--- config.mk ---
export PLATFORM = sky130hd
export DESIGN_NAME = gsim_result_buffer
export DESIGN_NICKNAME = d
export VERILOG_FILES = /design/src/rtl/gsim_result_buffer.sv
export SDC_FILE = /design/constraint.sdc
export NUM_CORES = 1
export LEC_CHECK = 0
export ABC_AREA = 0
export CAP_MARGIN = 30
export CORE_ASPECT_RATIO = 1.2
export CORE_MARGIN = 10
export CORE_UTILIZATION = 31
export DETAILED_ROUTE_END_ITERATION = 8
export DONT_BUFFER_PORTS = 1
export GPL_ROUTABILITY_DRIVEN = 0
export HOLD_SLACK_MARGIN = 0.06
export PLACE_DENSITY = 0.48
export SYNTH_ARGS = -nofsm -noshare
export SYNTH_HDL_FRONTEND = slang
export SYNTH_SLANG_ARGS = --single-unit
--- constraint.sdc ---
create_clock -name clk -period 4 [get_ports clk]
set_input_delay 0.8 -clock clk [delete_from_list [all_inputs] [get_ports clk]]
set_output_delay 0.8 -clock clk [all_outputs]
set_load 0.05 [all_outputs]
--- src/rtl/gsim_result_buffer.sv ---
// -----------------------------------------------------------------------------
// gsim_result_buffer
//
// Purpose:
//   Collects one solution frame of DEPTH signed fixed-point elements from an
//   upstream solver, converts each element to a 16-bit signed integer as it is
//   written, then drains the frame in index order over a valid/ready port.
//   While capturing it tracks the largest |x_in| of the frame (saturating
//   |0x80000000| to 0x7FFFFFFF) and publishes it when the frame completes.
//
// Handshake (drain side): o_valid is asserted only while draining; an element
//   transfers on every rising clock edge where o_valid && o_ready are both 1.
//   o_data/o_idx are held stable while o_valid=1 and o_ready=0. The capture
//   side has no back-pressure: x_valid beats that arrive while a frame is
//   still draining are dropped and latch the sticky overrun flag. A beat that
//   coincides with acceptance of the last element starts the next frame.
//
// Ports:
//   clk        : single clock, all state on the rising edge
//   reset      : asynchronous active-high reset
//   x_valid    : solver result strobe
//   x_in       : signed Q(32-FRAC).FRAC element, natural order
//   o_valid    : drain data valid
//   o_ready    : downstream accept
//   o_data     : converted signed integer of the current element
//   o_idx      : index of the current element
//   frame_done : one-cycle pulse in the cycle after the last element is written
//   max_abs    : largest |x_in| of the last completed frame
//   overrun    : sticky, an element was dropped (cleared only by reset)
//
// Configuration:
//   GSIM_RESULT_ROUND_EN : when defined, conversion rounds half up and
//                          saturates to 0x7FFF on positive overflow; when not
//                          defined, conversion truncates toward minus infinity.
//
// DEPTH must be at least 2; FRAC must be in 1..16.
// -----------------------------------------------------------------------------
module gsim_result_buffer #(
    parameter int DEPTH = 16,
    parameter int FRAC  = 16
) (
    input  logic        clk,
    input  logic        reset,
    input  logic        x_valid,
    input  logic [31:0] x_in,
    output logic        o_valid,
    input  logic        o_ready,
    output logic [15:0] o_data,
    output logic [3:0]  o_idx,
    output logic        frame_done,
    output logic [31:0] max_abs,
    output logic        overrun
);

    localparam int AW = (DEPTH > 1) ? $clog2(DEPTH) : 1;
    localparam logic [AW-1:0] LAST_PTR = AW'(DEPTH - 1);

    typedef enum logic [1:0] {
        IDLE  = 2'd0,
        FILL  = 2'd1,
        DRAIN = 2'd2
    } state_t;

    state_t          state_q, state_d;
    logic [AW-1:0]   wr_ptr_q, wr_ptr_d;
    logic [AW-1:0]   rd_ptr_q, rd_ptr_d;
    logic            frame_done_q, frame_done_d;
    logic [31:0]     max_abs_q, max_abs_d;
    logic [31:0]     run_max_q, run_max_d;
    logic            overrun_q, overrun_d;

    // Frame storage holds already-converted values; it is never reset because
    // a frame is only ever read after it has been completely rewritten.
    logic [15:0]     mem_q [DEPTH];

    logic            wr_en;
    logic [AW-1:0]   wr_addr;
    logic [15:0]     x_conv;
    logic [15:0]     x_hi;
    logic [31:0]     x_abs;
    logic [31:0]     x_max_new;

    // -------------------------------------------------------------------------
    // Element conversion
    // -------------------------------------------------------------------------
    assign x_hi = x_in[FRAC +: 16];

`ifdef GSIM_RESULT_ROUND_EN
    // Adding one half LSB and truncating equals adding the first discarded
    // bit to the truncated value; only 0x7FFF + 1 can overflow.
    always_comb begin
        if ((x_hi == 16'h7FFF) && x_in[FRAC-1]) begin
            x_conv = 16'h7FFF;
        end else begin
            x_conv = x_hi + {15'd0, x_in[FRAC-1]};
        end
    end
`else
    assign x_conv = x_hi;
`endif

    // |x_in| with the single unrepresentable magnitude clamped.
    always_comb begin
        if (x_in == 32'h8000_0000) begin
            x_abs = 32'h7FFF_FFFF;
        end else if (x_in[31]) begin
            x_abs = ~x_in + 32'd1;
        end else begin
            x_abs = x_in;
        end
    end

    assign x_max_new = (x_abs > run_max_q) ? x_abs : run_max_q;

    // -------------------------------------------------------------------------
    // FSM: next state and datapath controls
    // -------------------------------------------------------------------------
    always_comb begin
        state_d      = state_q;
        wr_ptr_d     = wr_ptr_q;
        rd_ptr_d     = rd_ptr_q;
        frame_done_d = 1'b0;
        max_abs_d    = max_abs_q;
        run_max_d    = run_max_q;
        overrun_d    = overrun_q;
        wr_en        = 1'b0;
        wr_addr      = wr_ptr_q;

        case (state_q)
            IDLE: begin
                if (x_valid) begin
                    wr_en     = 1'b1;
                    wr_addr   = '0;
                    wr_ptr_d  = AW'(1);
                    run_max_d = x_abs;
                    state_d   = FILL;
                end
            end

            FILL: begin
                if (x_valid) begin
                    wr_en     = 1'b1;
                    wr_addr   = wr_ptr_q;
                    run_max_d = x_max_new;
                    if (wr_ptr_q == LAST_PTR) begin
                        wr_ptr_d     = '0;
                        rd_ptr_d     = '0;
                        max_abs_d    = x_max_new;
                        frame_done_d = 1'b1;
                        state_d      = DRAIN;
                    end else begin
                        wr_ptr_d = wr_ptr_q + AW'(1);
                    end
                end
            end

            DRAIN: begin
                if (o_ready && (rd_ptr_q == LAST_PTR)) begin
                    rd_ptr_d = '0;
                    state_d  = IDLE;
                    // The buffer frees up on this edge, so a coinciding beat
                    // is the first element of the next frame, not a drop.
                    if (x_valid) begin
                        wr_en     = 1'b1;
                        wr_addr   = '0;
                        wr_ptr_d  = AW'(1);
                        run_max_d = x_abs;
                        state_d   = FILL;
                    end
                end else begin
                    if (o_ready) begin
                        rd_ptr_d = rd_ptr_q + AW'(1);
                    end
                    if (x_valid) begin
                        overrun_d = 1'b1;
                    end
                end
            end

            default: begin
                state_d = IDLE;
            end
        endcase
    end

    // -------------------------------------------------------------------------
    // State registers
    // -------------------------------------------------------------------------
    always_ff @(posedge clk or posedge reset) begin
        if (reset) begin
            state_q      <= IDLE;
            wr_ptr_q     <= '0;
            rd_ptr_q     <= '0;
            frame_done_q <= 1'b0;
            max_abs_q    <= '0;
            run_max_q    <= '0;
            overrun_q    <= 1'b0;
        end else begin
            state_q      <= state_d;
            wr_ptr_q     <= wr_ptr_d;
            rd_ptr_q     <= rd_ptr_d;
            frame_done_q <= frame_done_d;
            max_abs_q    <= max_abs_d;
            run_max_q    <= run_max_d;
            overrun_q    <= overrun_d;
        end
    end

    always_ff @(posedge clk) begin
        if (wr_en) begin
            mem_q[wr_addr] <= x_conv;
        end
    end

    // -------------------------------------------------------------------------
    // Outputs
    // -------------------------------------------------------------------------
    assign o_valid    = (state_q == DRAIN);
    // Forced to zero outside DRAIN so reset yields a clean zero output.
    assign o_data     = o_valid ? mem_q[rd_ptr_q] : 16'd0;
    assign o_idx      = 4'(rd_ptr_q);
    assign frame_done = frame_done_q;
    assign max_abs    = max_abs_q;
    assign overrun    = overrun_q;

endmodule

### Word-level counts from Yosys, hierarchy flattened

Memory sizes are Yosys's and may differ from the RTL's.
Index checks and enable logic that the tools add are counted.
Widths: inputs -> output; s select.

| cells by class | value |
|---|---|
| bitwise logic cells | 2 |
| reduce and logical (&&, ||, !) cells | 10 |
| muxes and demuxes | 35 |
| add/sub/neg operators | 3 |
| equal/unequal tests | 10 |
| magnitude comparators | 1 |

Operator list:

| cell | number |
|---|---|
| $mux 32 | 6 |
| $pmux 32 s3 | 1 |
| $mux 4 | 10 |
| $add 32x1->32 const B | 1 |
| $eq 32x32->1 const B | 1 |
| $gt 32x32->1 | 1 |
| $not 32->32 | 1 |
| $mux 16 | 1 |
| $pmux 4 s2 | 2 |
| $pmux 4 s3 | 1 |
| $reduce_and 3->1 | 3 |
| $add 4x1->4 const B | 2 |
| $eq 4x4->1 const B | 2 |
| $mux 1 | 8 |
| $mux 2 | 4 |
| $reduce_and 4->1 | 2 |
| $ne 2x2->1 const B | 3 |
| $pmux 2 s3 | 1 |
| $ne 3x1->1 const B | 1 |
| $reduce_bool 3->1 | 1 |
| $eq 2x1->1 const B | 1 |
| $eq 2x2->1 const B | 1 |
| $logic_not 2->1 | 1 |
| $ne 2x1->1 const B | 1 |
| 5 further kinds | 5 |

| storage, ports and cells | value |
|---|---|
| word-level logic and storage cells | 69 |
| memory bits (writable) | 256 |
| memories kept | 1 |
| input port bits | 36 |
| output and inout port bits | 55 |
| register bits after elaboration | 76 |

Memories:

| name | depth | bits a word | read ports | clocked after Yosys merged registers in | write ports | line | RTL |
|---|---|---|---|---|---|---|---|
| mem_q | 16 | 16 | 1 | 0 | 1 | 74 | `logic [15:0] mem_q [DEPTH];` |

### Depth between registers and ports, before layout

Gate-level depths: netlist of the first run.

| depth | value |
|---|---|
| depth in word-level cells | 8 |
| mapped depth | 17 |

### Worst setup path before layout of the first run

Ideal clock, no wire load.

| timing | value |
|---|---|
| kind | input port to flip-flop |
| start | in x_in[6] |
| end | reg run_max_q[16] |
| stages | 15 |
| path slack | -1.129 ns |
| arrival | 5.002 ns |
| path buffers | 3 |
| required time | 3.873 ns |
| setup time | 0.127 ns |
| path through | or4_4 or4b_1 or4_1 buf_2 buf_6 nand2_1 inv_1 ha_1 nand4_1 or4_1 or4_1 o21ai_1 a31oi_1 clkbuf_1 mux2_1 |

| on the way | value |
|---|---|
| cells in the longest elaborated chain, start to end | 8 |

RTL lines:

| element | line | RTL |
|---|---|---|
| from (decl) | 45 | `input logic [31:0] x_in,` |
| $not 32->32 | 107 | `x_abs = ~x_in + 32'd1;` |
| $add 32x1->32 | 107 |  |
| $mux 32 | 106 | `end else if (x_in[31]) begin` |
| $mux 32 * | 104 | `if (x_in == 32'h8000_0000) begin` |
| $gt 32x32->1 | 113 | `assign x_max_new = (x_abs > run_max_q) ? x_abs : run_max_q;` |
| $mux 32 | 113 |  |
| $mux 32 | 141 | `if (x_valid) begin` |
| $pmux 32 s3 * | 129 | `case (state_q)` |
| to (signal assigned) | 204 | `run_max_q <= run_max_d;` |
| to (decl) | 69 | `logic [31:0] run_max_q, run_max_d;` |

Mark *: on every way between the ends. The rest lies on a longest branch, timed or not. The select of a mux whose other input is x is not followed.
A chain may end at the register's enable or synchronous reset.

### Final worst setup path of the first run

| timing | value |
|---|---|
| start | in x_in[6] |
| end | reg run_max_q[28] |

Same word-level chain as after synthesis.

==> results.rst, run 1 <==
.. list-table::
   :header-rows: 1

   * - Metric
     - Value
   * - Outcome
     - finished with violations
   * - Violations in the final reports
     - setup timing
   * - Combinational share of power
     - 0.268
   * - Overall die width
     - 221 µm
   * - Layout area overhead
     - 28.1%
   * - Post-layout nets
     - 1221
   * - Core region area
     - 48100 µm²
   * - Share of the clock period used by the worst path
     - 1.13
   * - Syn avg cell area
     - 15.4 µm²
   * - Global-route wire length before repair
     - 65.3 mm
   * - Top cell type's share of synthesized area
     - 0.509
   * - Power per unit of standard cell area
     - 599 nW/µm²
   * - Initial Util
     - 0.314
   * - Total number of clock tree sinks
     - 332
   * - Sequential cell fraction of total power
     - 0.430
   * - Antenna Violating Nets Remaining
     - 0
   * - GRT Residual Overflow
     - 0
   * - Number of enable-type register cells in the synthesized netlist
     - 256
   * - Share of async-settable or async-resettable flops after synthesis
     - 0.229
   * - Netlist area before placement
     - 15100 µm²
   * - Initial antenna violation count
     - 0
   * - Portion of netlist area occupied by mux cells
     - 0.145
   * - Row count
     - 88
   * - Synthesis Warnings
     - 0
   * - Most common cell on crit path
     - sky130_fd_sc_hd__or4_4
   * - Total Wirelength
     - 44.5 mm
   * - Adder-cell share of the synthesized area
     - 0.0290
   * - Placed cell areas
     - 17000 µm²
   * - Top delay family on crit path
     - simple AND/OR/NAND/NOR gates
   * - H-tree depth
     - 2
   * - Slowest stage cell on the critical path
     - sky130_fd_sc_hd__or4b_4
   * - Commonest non-fill, non-tap cells in the layout
     - 256 x sky130_fd_sc_hd__edfxtp_1, 163 x sky130_fd_sc_hd__buf_4, 80 x sky130_fd_sc_hd__mux4_2
   * - Die Footprint
     - 58000 µm²
   * - Netlist cell types
     - 60
   * - Clock Skew
     - 14.7 ps
   * - Global Route Usage Sum
     - 0.149
   * - Critical Path Sink Type
     - flip-flop
   * - Maximum number of buffers from clock root to sink
     - 3
   * - Total negative setup slack
     - -27820 ps
   * - Timing-limited maximum frequency
     - 222 MHz
   * - Min Clock Period, post-route
     - 4500 ps
   * - Actual slew at the worst max-slew pin
     - 832 ps
   * - Share of power burned in the clock network
     - 0.301
   * - Via count of the first global-routing pass
     - 9983
   * - Final Hold Fails
     - 0
   * - Detailed placement HPWL
     - 27.9 mm
   * - Clock slew at the register clock pins of the worst setup and hold paths
     - 60 ps
   * - Cell at the root of the clock tree
     - sky130_fd_sc_hd__clkbuf_16
   * - Post-synthesis xor/xnor area fraction
     - 0.0139
   * - Cell internal power dissipation
     - 7.84 mW
   * - Pin count of the biggest net entering global routing
     - 53
   * - IR Drop Worst-Case VDD
     - 0.000328 V
   * - Number of buffer cells added on primary ports
     - 0
   * - DRC
     - 0
   * - Via count normalized by instance count
     - 5.14
   * - Hold Buf Count CTS
     - 0
   * - Final routed wire length divided by cell count
     - 24.6 µm
   * - Layout cell share with drive strength beyond 1
     - 0.403
   * - Die span in y
     - 262 µm
   * - Compound-Gate Fraction of Synth Area
     - 0.0785
   * - Data required time at the worst endpoint
     - 4430 ps
   * - Syn_nets
     - 1050
   * - Leakage dissipation
     - 6.86 nW
   * - TritonCTS clock tree
     - yes
   * - Critical path buffer and inverter count
     - 3
   * - Fraction of the core area covered by cells at the end of the flow
     - 0.402
   * - Main synth FF type
     - sky130_fd_sc_hd__edfxtp_1
   * - Routed vias
     - 9313
   * - Largest fanout on the critical path
     - 7
   * - Cells along the critical path
     - or4_4, or4b_4, or4_4, buf_6, nand2_4, ha_4, nand4_1, or4_4, or4_4, o21ai_4, a31oi_4, buf_12, clkbuf_16, mux2_4
   * - Net Sw Power
     - 3.74 mW
   * - Unrepaired setup endpoints after global routing
     - yes
   * - Sequential area share after synthesis
     - 0.635
   * - Total of endpoints with negative setup slack in the final report
     - 64
   * - Final worst-path setup slack
     - -501 ps
   * - Number of pins with negative max-slew slack in the final report
     - 0
   * - IO Pins
     - 91
   * - Inserted Clock Buffers
     - 38
   * - Area fraction in and, or, nand and nor cells after synthesis
     - 0.0714
   * - Data arrival time of the critical path
     - 4930 ps
   * - First-pass iteration count of the detailed router
     - 4
   * - Synthesis-stage register bit count
     - 332
   * - Cells taking the most area after synthesis
     - sky130_fd_sc_hd__edfxtp_1 51%, sky130_fd_sc_hd__dfrtp_1 13%, sky130_fd_sc_hd__mux4_2 12%
   * - Gate count of the mapped netlist
     - 979
   * - Reported max-cap violation count
     - 0
   * - Most common cell after layout, fill and taps aside
     - sky130_fd_sc_hd__edfxtp_1
   * - Detailed router's first-iteration violation count
     - 611
   * - Cell taking the most area after synthesis
     - sky130_fd_sc_hd__edfxtp_1
   * - Crit path launch type
     - primary input
   * - Setup CP Type
     - in -> reg
   * - Main combinational cell family by area after synthesis
     - multiplexers
   * - Kind of path behind the tightest hold check
     - in -> async
   * - Sw Share
     - 0.323
   * - Clock latency on the worst-skew pair
     - 560 ps
   * - Slowest stage delay, CP
     - 580 ps
   * - Slew HR
     - 0.446
   * - Cell area after layout
     - 19300 µm²
[cell usage after synthesis, types with 6 or more instances]
master                     instances
sky130_fd_sc_hd__edfxtp_1        256
sky130_fd_sc_hd__mux4_2           80
sky130_fd_sc_hd__dfrtp_1          76
sky130_fd_sc_hd__nand2_1          59
sky130_fd_sc_hd__clkbuf_1         46
sky130_fd_sc_hd__a21oi_1          39
sky130_fd_sc_hd__inv_1            39
sky130_fd_sc_hd__ha_1             35
sky130_fd_sc_hd__mux2_2           27
sky130_fd_sc_hd__o31ai_1          27
sky130_fd_sc_hd__nand4_1          24
sky130_fd_sc_hd__nor2_1           23
sky130_fd_sc_hd__xor2_1           20
sky130_fd_sc_hd__o21ai_0          19
sky130_fd_sc_hd__and2_1           17
sky130_fd_sc_hd__o21ai_1          16
sky130_fd_sc_hd__a21o_1           13
sky130_fd_sc_hd__nor3_1           11
sky130_fd_sc_hd__o211ai_2         11
sky130_fd_sc_hd__nand2_2          10
sky130_fd_sc_hd__or3_1            10
sky130_fd_sc_hd__or4_1            10
sky130_fd_sc_hd__a31oi_1           9
sky130_fd_sc_hd__nor4_1            9
sky130_fd_sc_hd__nand3_1           8
sky130_fd_sc_hd__a22o_1            6
sky130_fd_sc_hd__mux2_1            6
sky130_fd_sc_hd__nor2b_1           6
sky130_fd_sc_hd__o41ai_1           6
[worst paths after layout]
path | slack (ps) | start | cells past startpoint | endpoint
max | -500 | x_in[6] | 14 | run_max_q[28]$_DFFE_PP0P_
min | 260 | reset | 1 | overrun$_DFFE_PP0P_
max in group asynchronous | 2870 | reset | 2 | max_abs[6]$_DFFE_PP0P_
min in group clk | 340 | x_in[23] | 0 | mem_q[2][7]$_DFFE_PP_
min reg2reg | 510 | run_max_q[19]$_DFFE_PP0P_ | 1 | run_max_q[19]$_DFFE_PP0P_
max reg2reg | 880 | o_idx[0]$_DFFE_PP0P_ | 9 | run_max_q[17]$_DFFE_PP0P_
[metal layers]
layer  part of all wire  track usage
met3              0.051       0.0361
met5                  0            0
met2               0.51        0.260
met1               0.41        0.177
met4              0.029       0.0488
[what timing repair did]
item / in CTS / in global routing
resized for setup: 24 / 79
gates cloned: 2 / 5
pin swaps: 11 / 28
setup buffers: 31 / 17
setup endpoints to repair: 64 / 70
[sequential cells by signal, indices dropped and copies added (netlist names)]
| name | flops |
|---|---|
| frame_done | 1 |
| max_abs | 32 |
| mem_q | 256 |
| o_idx | 4 |
| overrun | 1 |
| run_max_q | 32 |
| state_q | 2 |
| wr_ptr_q | 4 |
[per-stage QoR]
stage                     total power, mW  hold WS, ps  cells  setup slack (ps)
final                                11.6          261   1811              -501
after global routing                 12.2          286   1810              -534
after CTS                            11.2          269   1788              -393
after detailed placement             7.48          499   1685             -1200
after global placement               7.46          489   1684             -1210
after floorplan                      6.55          481    979              -830
[kinds of logic after synthesis]
family | Yosys count
adders and majority gates | 35
and+or+nand+nor | 204
DFF | 332
xor gates and xnor gates | 24
muxes | 114
buffers and inverters | 100
AOI/OAI and AO/OA | 170
[power by group through the flow]
stage          registers (mW)  logic [mW]  clock network [mW]
4_1_cts                  4.98        2.69                3.58
3_3_place_gp             5.03        2.42                   0
3_5_place_dp             5.05        2.43                   0
5_1_grt                  5.05        3.37                3.73
2_1_floorplan            4.89        1.65                   0
6_report                 4.98        3.11                3.49
[layout make-up]
cell class	count	area, µm²
fillers	4412	28800
diodes	1	2.50
flip-flops and latches	332	9600
well taps	630	788
clock inverters	26	259
inverters	40	151
multi-input cells	547	5800
clock buffers	44	973
repair buffers	191	1750
No activity file was read; power rests on OpenSTA's default activity.
==> run 2: changes to the inputs <==
- CTS_CLUSTER_DIAMETER: default -> 50
==> run 2 against run 1 <==
Net effect: the run still ends with setup timing left; largest power group unchanged; maximum frequency is 0.67% lower; utilization is 0.65 points higher; wire length hardly changed.
==> results.rst, run 2 (synthesis gave the netlist of run 1 again) <==
.. list-table::
   :header-rows: 1

   * - Metric
     - Value
   * - Antenna Diode Count
     - 0
   * - Number of buffer cells added on primary ports
     - 0
   * - Initial antenna violation count
     - 0
   * - Post-layout nets
     - 1215
   * - Data required time at the worst endpoint
     - 4430 ps
   * - Slowest stage delay, CP
     - 570 ps
   * - Violations in the final reports
     - setup timing
   * - Final routed wire length divided by cell count
     - 24.7 µm
   * - Final Hold Fails
     - 0
   * - Die Footprint
     - 58000 µm²
   * - Count of placed standard cells including taps
     - 1685
   * - Highest metal layer used by the detailed router
     - met4
   * - Placed cell areas
     - 17000 µm²
   * - Cell at the root of the clock tree
     - sky130_fd_sc_hd__clkbuf_16
   * - Multi-input gate area
     - 5920 µm²
   * - Layout area overhead
     - 30.1%
   * - DRC
     - 0
   * - Cells along the critical path
     - or4_4, or4b_4, or4_4, buf_6, nand2_4, ha_4, nand4_1, buf_4, a2111oi_1, buf_4, o41ai_4, buf_4, a31oi_4, buf_12, clkbuf_16, mux2_2
   * - Total number of clock tree sinks
     - 332
   * - Clock Skew
     - 22.6 ps
   * - Setup CP Type
     - in -> reg
   * - Largest reg by FF count
     - mem_q
   * - Actual slew at the worst max-slew pin
     - 845 ps
   * - Clock slew at the register clock pins of the worst setup and hold paths
     - 60 ps
   * - Core region area
     - 48100 µm²
   * - Power per unit of standard cell area
     - 621 nW/µm²
   * - Global Route Usage Sum
     - 0.148
   * - Max reg flops
     - 256
   * - Reported max-cap violation count
     - 0
   * - Post-route insts no fill
     - 1808
   * - Number of pins with negative max-slew slack in the final report
     - 0
   * - Timing-limited maximum frequency
     - 221 MHz
   * - Overall die width
     - 221 µm
   * - Fraction of the core area covered by cells at the end of the flow
     - 0.408
   * - Commonest non-fill, non-tap cells in the layout
     - 256 x sky130_fd_sc_hd__edfxtp_1, 145 x sky130_fd_sc_hd__buf_4, 80 x sky130_fd_sc_hd__mux4_2
   * - FF/Latch Area
     - 9600 µm²
   * - Total Wirelength
     - 44.6 mm
   * - Layout cell share with drive strength beyond 1
     - 0.408
   * - Leakage dissipation
     - 6.97 nW
   * - Min Clock Period, post-route
     - 4530 ps
   * - Initial Util
     - 0.314
   * - H-tree depth
     - 2
   * - Total routed wire length on the met1 layer
     - 18.2 mm
   * - Met3 WL post-DR
     - 2.17 mm
   * - Via count normalized by instance count
     - 5.16
   * - Largest fanout on the critical path
     - 7
   * - Maximum number of buffers from clock root to sink
     - 3
   * - Critical Path Sink Type
     - flip-flop
   * - Crit path launch type
     - primary input
   * - Via count of the first global-routing pass
     - 9957
   * - Cell area after layout
     - 19600 µm²
   * - TritonCTS clock tree
     - yes
   * - Outcome
     - finished with violations
   * - GRT Residual Overflow
     - 0
   * - Detailed router's first-iteration violation count
     - 655
   * - Final worst-path setup slack
     - -532 ps
   * - Hold Buf Count CTS
     - 0
   * - Die span in y
     - 262 µm
   * - IO Pins
     - 91
   * - Antenna Violating Nets Remaining
     - 0
   * - Slew HR
     - 0.437
   * - Most common cell after layout, fill and taps aside
     - sky130_fd_sc_hd__edfxtp_1
   * - Slowest stage cell on the critical path
     - sky130_fd_sc_hd__or4b_4
   * - Setup slack of the most critical reg-to-reg path
     - 920 ps
   * - Pin count of the biggest net entering global routing
     - 53
   * - Share of the clock period used by the worst path
     - 1.13
   * - Most common cell on crit path
     - sky130_fd_sc_hd__buf_4
   * - Clock latency on the worst-skew pair
     - 570 ps
   * - Unrepaired setup endpoints after global routing
     - yes
   * - Detailed placement HPWL
     - 27.9 mm
   * - Routed vias
     - 9338
   * - Row count
     - 88
   * - First-pass iteration count of the detailed router
     - 5
   * - IR Drop Worst-Case VDD
     - 0.000330 V
   * - Global-route wire length before repair
     - 64.9 mm
   * - Kind of path behind the tightest hold check
     - in -> async
   * - Fill cell instance count of the final layout
     - 4399
   * - Total of endpoints with negative setup slack in the final report
     - 64
   * - Data arrival time of the critical path
     - 4970 ps
   * - Met2 wirelength from detailed routing
     - 23.1 mm
   * - Inserted Clock Buffers
     - 42
-- run 2: changes by cell type in the layout (fill, tap and decap cells not counted), moves of 5 or more --
| cell | before | now |
|---|---|---|
| sky130_fd_sc_hd__buf_4 | 163 | 145 |
| sky130_fd_sc_hd__buf_6 | 6 | 13 |
| sky130_fd_sc_hd__clkbuf_16 | 43 | 49 |
| sky130_fd_sc_hd__clkinv_1 | 10 | 5 |
| sky130_fd_sc_hd__ha_1 | 26 | 21 |
| sky130_fd_sc_hd__ha_4 | 9 | 14 |
| sky130_fd_sc_hd__mux2_2 | 19 | 12 |
| sky130_fd_sc_hd__mux2_4 | 14 | 20 |
-- run 2: metrics by stage --
step                      hold WS [ps]  TNS [ps]  setup WS [ps]  total power, mW
after floorplan                    481    -46270           -830             6.55
after global placement             489    -72470          -1210             7.46
after detailed placement           499    -72860          -1200             7.48
after CTS                          260    -18660           -426             11.8
after global routing               277    -33310           -674             12.8
final                              256    -25820           -532             12.2
-- run 2: critical path: cells and delay by family --
family	cells	cell delay [ps]
adders and majority gates	1	140
buffers and inverters	6	1050
AOI/OAI and AO/OA	3	760
muxes	1	330
and+or+nand+nor	5	1860
-- run 2: final timing paths --
kind	start	to	cells past startpoint
max in group asynchronous	reset	max_abs[6]$_DFFE_PP0P_	2
min reg2reg	run_max_q[19]$_DFFE_PP0P_	run_max_q[19]$_DFFE_PP0P_	1
max	x_in[6]	run_max_q[24]$_DFFE_PP0P_	16
min	reset	overrun$_DFFE_PP0P_	1
max reg2reg	o_idx[0]$_DFFE_PP0P_	run_max_q[24]$_DFFE_PP0P_	9
min in group clk	x_in[18]	mem_q[11][2]$_DFFE_PP_	0
-- run 2: power breakdown --
group / leakage, nW / switching (mW) / internal [mW]
sequential: 3.27 / 0.706 / 4.29
clock: 0.702 / 1.54 / 2.37
combinational: 3.00 / 1.65 / 1.65
-- run 2: repair_timing --
| item | 4_1_cts | 5_1_grt |
|---|---|---|
| gates cloned | 3 | 6 |
| setup buffers | 22 | 14 |
| gates resized for setup | 29 | 96 |
| hold endpoints to repair | 0 | 0 |
| pin swaps | 11 | 50 |
| setup endpoints to repair | 64 | 70 |
-- run 2: area by class of cell --
type | instances | share of cell area
Inverter | 40 | 0.00771
Sequential cell | 332 | 0.489
Clock inverter | 29 | 0.0168
Multi-Input combinational cell | 547 | 0.301
Clock buffer | 49 | 0.0570
Timing Repair Buffer | 181 | 0.0886
Tap cell | 630 | 0.0401
-- run 2: per-layer routing --
layer / up-vias / global-route usage
met5: - / 0
met4: 0 / 0.0458
met3: 68 / 0.0360
met2: 194 / 0.260
met1: 4865 / 0.176
li1: 4211 / -
==> variant, RTL diff (config.mk and constraints of run 1) <==
Put one more register stage on the output `overrun`. The value now appears one clock later. The other outputs are not delayed to match.
--- a/src/rtl/gsim_result_buffer.sv
+++ b/src/rtl/gsim_result_buffer.sv
@@ -221,7 +221,9 @@
     assign o_idx      = 4'(rd_ptr_q);
     assign frame_done = frame_done_q;
     assign max_abs    = max_abs_q;
-    assign overrun    = overrun_q;
+    always_ff @(posedge clk) begin
+        overrun <= overrun_q;
+    end
 
 endmodule
 
Behaviour: no difference found for any inputs over 10 cycles, from zero or initial values and one cycle with reset high; that may be too few to reach the edited logic, so the function may still have changed.
==> variant against run 1 <==
- the run still ends with setup timing left
- hold slack worse by 0.037 ns
- fmax rose by 8.9%
- count of clock-buffer cells in the layout up 1
- critical path depth rose by 1
- power fell by 4.8%
- first-iteration DRC count decreased by 19%
- utilization is 1.9 points lower
- sequential cell count rose by 1
- wire length decreased by 12%
- synthesized area is 2.1% lower
- setup slack better by 0.37 ns
- die area decreased by 2.0%
- cell count decreased by 7.4%
- final area shrank 6.8%
- critical endpoint is now run_max_q[29]
- largest power group unchanged
- highest routed layer unchanged
==> variant: results (changes against run 1) <==
STA
  • Aggregate negative setup slack: -4.13 ns (+23.69 ns)
  • Final worst slack: -0.132 ns (+0.369 ns)
  • Final setup violation count: 53 (-17%)
  • Hold WS: 0.225 ns (-0.0366 ns)

Drt
  • Iter 0 DRT Violations: 492 (-19%)
  • DRT Wirelength: 39400 um (-12%)
  • Routed wl met2: 20200 um (-12%)

Yosys
  • Syn Area/Cell: 16.1 um^2 (+4.2%)
  • Ranking of synthesized cells by area: edfxtp_1 52%, dfrtp_1 13%, mux4_2 12%, ha_1 3.0%, mux2_2 2.4%
  • Net Count, Synth: 990 (-5.7%)
  • Distinct cells, synth: 59 (-1.7%)
  • Top post-synthesis cells by count: 256 x edfxtp_1, 80 x mux4_2, 76 x dfrtp_1
  • Post-synth ARST share: 0.228 (-0.000687)

Global route
  • Met2 Use GR: 0.239 (-0.0210)
  • Met3 Use GR: 0.0417 (+0.00560)
  • Global Route Usage Sum: 0.139 (-0.00953)
  • GR Layer Usage met1: 0.166 (-0.0109)
  • Vias in the first global route: 8965 (-10%)
  • First-pass GRT wire length: 58800 um (-10%)

Run status
  • Failing checks: setup timing
  • Status: finished, violations left

Worst setup path
  • Crit path DAT: 4.57 ns (-0.36 ns)
  • Slowest CP cell: or4_4

Power and ir drop
  • Lkg Pwr: 6.56 nW (-4.3%)
  • P_seq: 5.18 mW (+4%)
  • Peak VDD IR: 0.342 mV (+4.2%)
  • Switch Pwr: 3.53 mW (-5.7%)

Placement
  • Cell Area, Placed: 16300 um^2 (-3.9%)
  • Post-Place Cells: 1597 (-5.2%)

Clocking
  • TritonCTS buffer count: 36 (-5.3%)
variant: cell types whose count changed after synthesis, moves of 9 or more:
cell / before / now
a21oi_1: 39 / 24
nor2_1: 23 / 35
nand2_2: 10 / 0
o211ai_2: 11 / 0
o21ai_0: 19 / 34
o31ai_1: 27 / 7
nand2_1: 59 / 71
mux2i_1: 1 / 20
nand4_1: 24 / 12
clkbuf_1: 46 / 31
o21ai_1: 16 / 3
a21o_1: 13 / 4
a221o_1: 0 / 15
variant: final timing paths:
check                           from       endpoint  cells past startpoint
min in group clk            x_in[23]   mem_q[15][7]                      0
setup / recovery             x_in[6]  run_max_q[29]                     15
hold / removal                 reset    max_abs[14]                      1
setup reg to reg            o_idx[0]  run_max_q[15]                      8
hold reg to reg            overrun_q        overrun                      0
max in group asynchronous      reset   run_max_q[1]                      2
variant: logic make-up (layout without fill, tap and decap cells):
logic type / count (synthesis) / after routing / share of synthesized area
buf+inv: 82 / 217 / 0.0224
flops: 333 / 333 / 0.651
xor+xnor: 22 / 22 / 0.0130
fa+ha+maj: 35 / 35 / 0.0296
compound gates: 108 / 108 / 0.0494
simple gates: 208 / 208 / 0.0758
mux: 131 / 131 / 0.159
variant: timing repair:
item / CTS / global route
hold endpoints to repair: 0 / 0
setup endpoints to repair: 64 / 64
buffers inserted: 7 / 7
pin swaps: 11 / 14
gates resized for setup: 48 / 43
gates cloned: 1 / 1
variant: critical path, delay by kind of cell:
kind                       cells  cell delay (ns)
muxes                          1             0.33
adders and majority gates      1             0.21
buffers and inverters          2             0.36
and+or+nand+nor                6             1.85
AOI/OAI and AO/OA              5             1.01
variant: area by class of cell:
class                   instances  area [um^2]
repair buffers                115         1020
clock buffers                  45          945
fillers                      4422        29000
flip-flops and latches        333         9620
inverters                      38          144
clock inverters                19          208
multi-input cells             504         5290
well taps                     623          779
